$ cat config.mk
export PLATFORM = sky130hd
export DESIGN_NAME = pos_cache_reader
export DESIGN_NICKNAME = d
export VERILOG_FILES = /design/src/rtl/pos_cache_reader_pkg.sv /design/src/rtl/pos_reader_fifo.sv /design/src/rtl/pos_cache_reader.sv
export SDC_FILE = /design/constraint.sdc
export NUM_CORES = 1
export LEC_CHECK = 0
export BUFFER_PORTS_ARGS = -buffer_cell sky130_fd_sc_hd__buf_2
export CORE_MARGIN = 1
export CORE_UTILIZATION = 45
export CTS_BUF_LIST = sky130_fd_sc_hd__clkbuf_8
export DETAILED_ROUTE_END_ITERATION = 6
export GPL_TIMING_DRIVEN = 0
export PLACE_DENSITY_LB_ADDON = 0.1
export SLEW_MARGIN = 20
export SYNTH_ARGS = -nofsm -noshare
export SYNTH_HDL_FRONTEND = slang
export SYNTH_SLANG_ARGS = --single-unit
$ cat constraint.sdc
create_clock -name clk -period 5.45 [get_ports clk]
set_input_delay 0.2725 -clock clk [delete_from_list [all_inputs] [get_ports clk]]
set_output_delay 0.2725 -clock clk [all_outputs]
set_load 0.005 [all_outputs]
$ cat src/rtl/pos_cache_reader_pkg.sv
// Shared definitions for the position-cache reader: controller states and
// the {posz,posy,posx} particle word layout.
package pos_cache_reader_pkg;

  typedef enum logic [2:0] {
    ST_IDLE     = 3'd0,
    ST_RD_NUM   = 3'd1,
    ST_WAIT_NUM = 3'd2,
    ST_STREAM   = 3'd3,
    ST_DRAIN    = 3'd4,
    ST_DONE     = 3'd5
  } state_e;

  typedef enum int {
    AXIS_X = 0,
    AXIS_Y = 1,
    AXIS_Z = 2
  } axis_e;

  localparam int POS_AXES = 3;

  // LSB of one coordinate field inside a particle word.
  function automatic int pos_field_lsb(input int axis, input int data_width);
    return axis * data_width;
  endfunction

endpackage

$ cat src/rtl/pos_reader_fifo.sv
// Small synchronous FIFO with show-ahead head, occupancy count and a
// single-cycle flush that wins over a simultaneous push.
module pos_reader_fifo #(
  parameter int WIDTH = 105,
  parameter int DEPTH = 4,
  parameter int OCC_W = $clog2(DEPTH + 1)
) (
  input  logic             clk,
  input  logic             rst,
  input  logic             flush,
  input  logic             push,
  input  logic [WIDTH-1:0] push_data,
  input  logic             pop,
  output logic [WIDTH-1:0] head_data,
  output logic [OCC_W-1:0] occupancy,
  output logic             empty
);

  localparam int PTR_W = (DEPTH > 1) ? $clog2(DEPTH) : 1;

  logic [WIDTH-1:0] mem_q [DEPTH];
  logic [PTR_W-1:0] wr_ptr_q, wr_ptr_d;
  logic [PTR_W-1:0] rd_ptr_q, rd_ptr_d;
  logic [OCC_W-1:0] occ_q, occ_d;
  logic             do_push, do_pop;

  function automatic logic [PTR_W-1:0] ptr_inc(input logic [PTR_W-1:0] p);
    return (p == PTR_W'(DEPTH - 1)) ? '0 : p + PTR_W'(1);
  endfunction

  always_comb begin
    do_pop   = pop && (occ_q != '0);
    do_push  = push && ((occ_q != OCC_W'(DEPTH)) || do_pop);
    wr_ptr_d = wr_ptr_q;
    rd_ptr_d = rd_ptr_q;
    occ_d    = occ_q;
    if (flush) begin
      wr_ptr_d = '0;
      rd_ptr_d = '0;
      occ_d    = '0;
    end else begin
      if (do_push) wr_ptr_d = ptr_inc(wr_ptr_q);
      if (do_pop)  rd_ptr_d = ptr_inc(rd_ptr_q);
      if (do_push && !do_pop) occ_d = occ_q + OCC_W'(1);
      if (!do_push && do_pop) occ_d = occ_q - OCC_W'(1);
    end
  end

  always_ff @(posedge clk) begin
    if (rst) begin
      wr_ptr_q <= '0;
      rd_ptr_q <= '0;
      occ_q    <= '0;
    end else begin
      wr_ptr_q <= wr_ptr_d;
      rd_ptr_q <= rd_ptr_d;
      occ_q    <= occ_d;
    end
  end

  always_ff @(posedge clk) begin
    if (do_push && !flush) mem_q[wr_ptr_q] <= push_data;
  end

  assign head_data = mem_q[rd_ptr_q];
  assign occupancy = occ_q;
  assign empty     = (occ_q == '0);

endmodule

$ cat src/rtl/pos_cache_reader.sv
// Walks one cell's position cache (count at address 0, particles at 1..N)
// and streams the particles downstream through a small output FIFO.
module pos_cache_reader
  import pos_cache_reader_pkg::*;
#(
  parameter int DATA_WIDTH   = 32,
  parameter int PARTICLE_NUM = 220,
  parameter int ADDR_WIDTH   = 8,
  parameter int FIFO_DEPTH   = 4
) (
  input  logic                        clk,
  input  logic                        rst,
  input  logic                        start,
  input  logic                        motion_update_enable,
  output logic                        out_rden,
  output logic [ADDR_WIDTH-1:0]       out_rd_addr,
  input  logic [3*DATA_WIDTH-1:0]     in_particle_info,
  input  logic                        in_ready,
  output logic                        out_particle_valid,
  output logic [3*DATA_WIDTH-1:0]     out_particle_data,
  output logic [ADDR_WIDTH-1:0]       out_particle_id,
  output logic                        out_last,
  output logic                        busy,
  output logic                        done,
  output logic                        abort,
  output logic                        count_err
);

  localparam int PW      = POS_AXES * DATA_WIDTH;
  localparam int ENTRY_W = PW + ADDR_WIDTH + 1;
  localparam int OCC_W   = $clog2(FIFO_DEPTH + 1);
  localparam logic [ADDR_WIDTH-1:0] MAX_CNT     = ADDR_WIDTH'(PARTICLE_NUM);
  localparam logic [OCC_W:0]        ISSUE_LIMIT = (OCC_W + 1)'(FIFO_DEPTH - 2);

  state_e                state_q, state_d;
  logic [ADDR_WIDTH-1:0] count_q, count_d;
  logic [ADDR_WIDTH-1:0] next_addr_q, next_addr_d;
  logic                  out_rden_q, out_rden_d;
  logic [ADDR_WIDTH-1:0] out_rd_addr_q, out_rd_addr_d;
  logic                  pend_q, pend_d;
  logic [ADDR_WIDTH-1:0] pend_id_q, pend_id_d;
  logic                  busy_q, busy_d;
  logic                  done_q, done_d;
  logic                  abort_q, abort_d;
  logic                  count_err_q, count_err_d;

  logic [ENTRY_W-1:0]    fifo_push_data, fifo_head;
  logic [OCC_W-1:0]      fifo_occ;
  logic                  fifo_empty, fifo_pop, head_valid;
  logic                  abort_now, issue_ok, drain_empty;
  logic [OCC_W:0]        inflight;
  logic [ADDR_WIDTH-1:0] cnt_raw;

  assign head_valid = !fifo_empty;
  assign fifo_pop   = head_valid && in_ready;
  assign abort_now  = (state_q != ST_IDLE) && motion_update_enable;
  assign cnt_raw    = in_particle_info[ADDR_WIDTH-1:0];

  // The read on the bus this cycle lands in the FIFO one cycle later; the
  // returning word is pushed this edge, so it is not counted against headroom.
  assign inflight    = {1'b0, fifo_occ} + {{OCC_W{1'b0}}, out_rden_q};
  assign issue_ok    = (inflight <= ISSUE_LIMIT);
  assign drain_empty = !out_rden_q && !pend_q &&
                       ((fifo_occ == '0) || ((fifo_occ == OCC_W'(1)) && fifo_pop));

  assign fifo_push_data = {(pend_id_q == count_q), pend_id_q, in_particle_info};

  always_comb begin
    state_d       = state_q;
    count_d       = count_q;
    next_addr_d   = next_addr_q;
    out_rden_d    = 1'b0;
    out_rd_addr_d = out_rd_addr_q;
    pend_d        = out_rden_q && (out_rd_addr_q != '0);
    pend_id_d     = out_rd_addr_q;
    done_d        = 1'b0;
    abort_d       = 1'b0;
    count_err_d   = count_err_q;
    case (state_q)
      ST_IDLE: begin
        if (start && !motion_update_enable) begin
          state_d       = ST_RD_NUM;
          out_rden_d    = 1'b1;
          out_rd_addr_d = '0;
        end
      end
      ST_RD_NUM: state_d = ST_WAIT_NUM;
      ST_WAIT_NUM: begin
        if (cnt_raw > MAX_CNT) begin
          count_err_d = 1'b1;
          count_d     = MAX_CNT;
        end else begin
          count_d = cnt_raw;
        end
        if (count_d == '0) begin
          state_d = ST_DONE;
          done_d  = 1'b1;
        end else begin
          out_rden_d    = 1'b1;
          out_rd_addr_d = ADDR_WIDTH'(1);
          next_addr_d   = ADDR_WIDTH'(2);
          state_d       = (count_d == ADDR_WIDTH'(1)) ? ST_DRAIN : ST_STREAM;
        end
      end
      ST_STREAM: begin
        if (issue_ok) begin
          out_rden_d    = 1'b1;
          out_rd_addr_d = next_addr_q;
          next_addr_d   = next_addr_q + ADDR_WIDTH'(1);
          if (next_addr_q == count_q) state_d = ST_DRAIN;
        end
      end
      ST_DRAIN: begin
        if (drain_empty) begin
          state_d = ST_DONE;
          done_d  = 1'b1;
        end
      end
      ST_DONE: state_d = ST_IDLE;
      default: state_d = ST_IDLE;
    endcase
    busy_d = (state_d != ST_IDLE);
    // A motion update swaps the cache buffers, so everything in flight is stale.
    if (abort_now) begin
      state_d    = ST_IDLE;
      out_rden_d = 1'b0;
      pend_d     = 1'b0;
      done_d     = 1'b0;
      busy_d     = 1'b0;
      abort_d    = 1'b1;
    end
  end

  always_ff @(posedge clk) begin
    if (rst) begin
      state_q       <= ST_IDLE;
      count_q       <= '0;
      next_addr_q   <= '0;
      out_rden_q    <= 1'b0;
      out_rd_addr_q <= '0;
      pend_q        <= 1'b0;
      pend_id_q     <= '0;
      busy_q        <= 1'b0;
      done_q        <= 1'b0;
      abort_q       <= 1'b0;
      count_err_q   <= 1'b0;
    end else begin
      state_q       <= state_d;
      count_q       <= count_d;
      next_addr_q   <= next_addr_d;
      out_rden_q    <= out_rden_d;
      out_rd_addr_q <= out_rd_addr_d;
      pend_q        <= pend_d;
      pend_id_q     <= pend_id_d;
      busy_q        <= busy_d;
      done_q        <= done_d;
      abort_q       <= abort_d;
      count_err_q   <= count_err_d;
    end
  end

  pos_reader_fifo #(
    .WIDTH (ENTRY_W),
    .DEPTH (FIFO_DEPTH),
    .OCC_W (OCC_W)
  ) u_fifo (
    .clk       (clk),
    .rst       (rst),
    .flush     (abort_now),
    .push      (pend_q),
    .push_data (fifo_push_data),
    .pop       (fifo_pop),
    .head_data (fifo_head),
    .occupancy (fifo_occ),
    .empty     (fifo_empty)
  );

  for (genvar gi = 0; gi < POS_AXES; gi++) begin : g_axis
    assign out_particle_data[pos_field_lsb(gi, DATA_WIDTH) +: DATA_WIDTH] =
      head_valid ? fifo_head[pos_field_lsb(gi, DATA_WIDTH) +: DATA_WIDTH] : '0;
  end

  assign out_particle_valid = head_valid;
  assign out_particle_id    = head_valid ? fifo_head[PW +: ADDR_WIDTH] : '0;
  assign out_last           = head_valid && fifo_head[ENTRY_W-1];
  assign out_rden           = out_rden_q;
  assign out_rd_addr        = out_rd_addr_q;
  assign busy               = busy_q;
  assign done               = done_q;
  assign abort              = abort_q;
  assign count_err          = count_err_q;

endmodule

==> results.yml <==
cts:
  number_of_clock_sinks: 470
  cts.root.buffer_cell: "clkbuf_8"
  clock_tree_from_tritoncts: "yes"
  clock_tree.buffer_depth: 3
  cts_setup_buffers: 0
  cts-buffers-inserted: 78
  clk_pin_slew_ns: 0.05
  worstSkewPairLatency_ns: 0.62
  h-tree-depth: 3
pwr:
  switching_power_uw: 2270
  vdd_drop_max_mv: 0.201
  power_frac_seq_pct: 46.3
  static-leakage-power_uw: 0.00804
  power_switching_share_pct: 26.4
  power.share.combinational_pct: 21.1
  part_of_the_total_power_dissipated_in_the_clock_network_pct: 32.7
  p_per_area_nw_per_um2: 380
  internal_power_uw: 6320
logic_synthesis:
  synth_seq_cells: 470
  post_synth_inst_count: 943
  syn_area_sq_um: 18300
  synthesis.area_per_instance_sq_um: 19.4
  ys.warnings.count: 0
  synth_top_flop_cell: "edfxtp_1"
  async_flop_share_pct: 0
  synth-seq-area-share_pct: 74.5
  ys_types: 56
  syn-num-nets: 1056
  synth_enable_flop_cells: 420
global_routing:
  overflow: 0
  grt_first_pass_wirelength_um: 59700
  gr-usage-all-layers_pct: 19.2
  grt_antenna_before_repair: 3
  maximum_number_of_pins_on_one_net_before_global_route_repair: 45
  number_of_global_route_vias_before_repair: 10500
floorplanning:
  ioPinCount: 220
  core_area_sq_um: 39900
  fp-row-count: 73
  dieHeight_um: 204
  die-area_sq_um: 41400
  initial_cell_density_of_the_core_pct: 45.8
  die_x_um: 204
timing:
  fin_worst_hold_slack_ns: 0.0797
  hold_viol_final: 0
  maxSlewViolCount: 0
  setup_violations: 0
  post-route-worst-setup-slack_ns: 1.80
  final.period_utilization_pct: 66.9
  timing_worst_slew_pin_value_ns: 0.770
  fmax_mhz: 274
  setup_total_negative_slack_ns: 0
  min_period_ns: 3.65
  worst_case_headroom_to_the_max_slew_limit_pct: 48.6
  clock_skew_ns: 0.0305
  grt_setup_unrepaired: "false"
worst_setup_path:
  worst-path-buf-inv: 5
  timing.critical_path.to_type: "output port"
  worstSetupPathType: "reg -> out"
  critical-path-slowest-cell: "clkbuf_1"
  path_cells: "inv_1 > ha_1 > nand2b_1 > clkbuf_1 > clkbuf_1 > clkbuf_1 > and2_1 > buf_2"
  critPathMostFrequentCell: "clkbuf_1"
  timing.critical_path.fanout_max: 10
  crit_family: "buffers and inverters"
  cp_data_arrival_time_ns: 3.38
  cpPeakStageDelay_ns: 0.58
  setup.worst_path.start_class: "flip-flop"
  critical_path_required_ns: 5.18
placed_design:
  pre_cts_slack_ns: 2.31
  dpl.hpwl_um: 24000
  global_placement_routability_congestion: 0.766
  buffer_ports.inserted: 218
layout:
  layout.filler_cells: 3182
  layout_cell_share_with_drive_strength_beyond_1_pct: 32.9
  most-common-layout-cells: "edfxtp_1 (420), buf_2 (234), and2_1 (109), mux4_2 (105), dlygate4sd3_1 (96)"
  area_added_between_synthesis_and_finish_pct: 23.7
  num-nets-final: 1458
  layout.cells.most_common: "edfxtp_1"
detailed_routing:
  first_pass_iters: 4
  detail_route.wirelength_um: 39000
  routed_via_count: 9918
  ant_nets: 0
  detail_route.drc_violations: 0
  drt-initial-drc-count: 419
  post_drt_wl_per_cell_um: 20.3
  avgViaCountPerCell: 5.16
job:
  maxCapViolCount: 0
hold_path:
  hp-class: "in -> reg"
status:
  outcome: "finished, final reports clean"
==> power by group through the flow <==
stage               registers [uW]  clock network [uW]  logic (uW)
floorplan                     4040                   0        1040
global placement              4050                   0        1810
detailed placement            4050                   0        1810
CTS                           3970                2910        1870
global route                  3970                3070        1990
finish                        3970                2810        1810
==> per-layer routing <==
metal	up-vias	global-route usage, %	part of all wire [%]
met1	5051	25.8	44
met5	-	0	0
met4	0	6.90	1.9
met3	54	3.85	5.0
li1	4569	-	-
met2	244	31.1	49
==> metrics by stage <==
step	area (sq um)	power, uW	instances	utilization, %
2_1_floorplan	18300	5080	943	-
3_5_place_dp	20200	5860	1694	50.7
4_1_cts	22600	8760	1920	56.6
3_3_place_gp	20000	5860	1686	50.2
5_1_grt	22600	9040	1922	56.6
6_report	22600	8590	1923	56.7
==> cell type report <==
class                   instances  area [sq um]  share of cell area, %
clock inverters                47           253                   1.12
multi-input cells             416          4450                   19.7
plain buffers                  47           208                  0.918
repair buffers                322          2250                   9.95
clock buffers                  83          1140                   5.05
well taps                     525           657                   2.90
flip-flops and latches        470         13600                   60.2
diodes                          3          7.51                 0.0332
inverters                      10          37.5                  0.166
==> worst min-delay path, cell delays in order <==
cell and delay, ns:
buf_2 0.10, nand2b_1 0.13, a31oi_1 0.12
==> timing repair <==
item / in CTS / in global routing
resized for setup: 0 / 0
endpoints found under the hold margin: 386 / 0
hold buffers: 96 / 0
==> cell usage after synthesis, drive strengths merged, types with 2 or more instances <==
cell type / count / area (sq um)
a2111oi: 4 / 35.0
a21o: 2 / 15.0
a21oi: 15 / 78.8
a22oi: 2 / 15.0
a31o: 3 / 26.3
a31oi: 2 / 12.5
and2: 109 / 682
and3: 9 / 56.3
buf: 21 / 110
clkbuf: 26 / 97.6
dfxtp: 50 / 1000
edfxtp: 420 / 12600
ha: 12 / 150
inv: 9 / 33.8
mux2: 8 / 90.1
mux4: 105 / 2360
nand2: 23 / 88.8
nand2b: 6 / 37.5
nand3: 11 / 55.1
nand4: 2 / 12.5
nor2: 17 / 63.8
nor2b: 8 / 50.1
nor3: 14 / 70.1
nor4: 8 / 56.3
o211a: 2 / 20.0
o21a: 3 / 22.5
o21ai: 9 / 45.0
o221a: 3 / 33.8
or3: 3 / 18.8
or4: 3 / 26.3
xnor2: 9 / 78.8
xor2: 9 / 78.8
==> flip-flops by register name, summed over array words and instances, names as in the netlist, named ones only <==
signal,count
u_fifo.occupancy,3
out_rden,1
count_err,1
out_rd_addr,8
state_q,3
pend_id_q,8
u_fifo.mem_q,420
u_fifo.rd_ptr_q,2
abort,1
pend_q,1
count_q,8
busy,1
u_fifo.wr_ptr_q,2
next_addr_q,8
done,1
==> worst paths after layout <==
| check | from | end | slack (ns) | depth (start not counted) |
|---|---|---|---|---|
| hold reg to reg | count_err | count_err | 0.48 | 2 |
| setup / recovery | u_fifo.occupancy[0] | out_particle_data[81] | 1.80 | 8 |
| setup reg to reg | state_q[0] | u_fifo.mem_q[2][8] | 2.60 | 6 |
| hold / removal | start | busy | 0.08 | 3 |
==> cell families after synthesis <==
| group | after synthesis | synth area share [%] |
|---|---|---|
| adders and majority gates | 12 | 0.821 |
| DFF | 470 | 74.5 |
| and+or+nand+nor | 217 | 6.84 |
| xor gates and xnor gates | 18 | 0.862 |
| muxes | 114 | 13.5 |
| AOI/OAI and AO/OA | 55 | 2.20 |
| buffers and inverters | 57 | 1.34 |
Note: power is estimated with default switching activity, not from simulation.
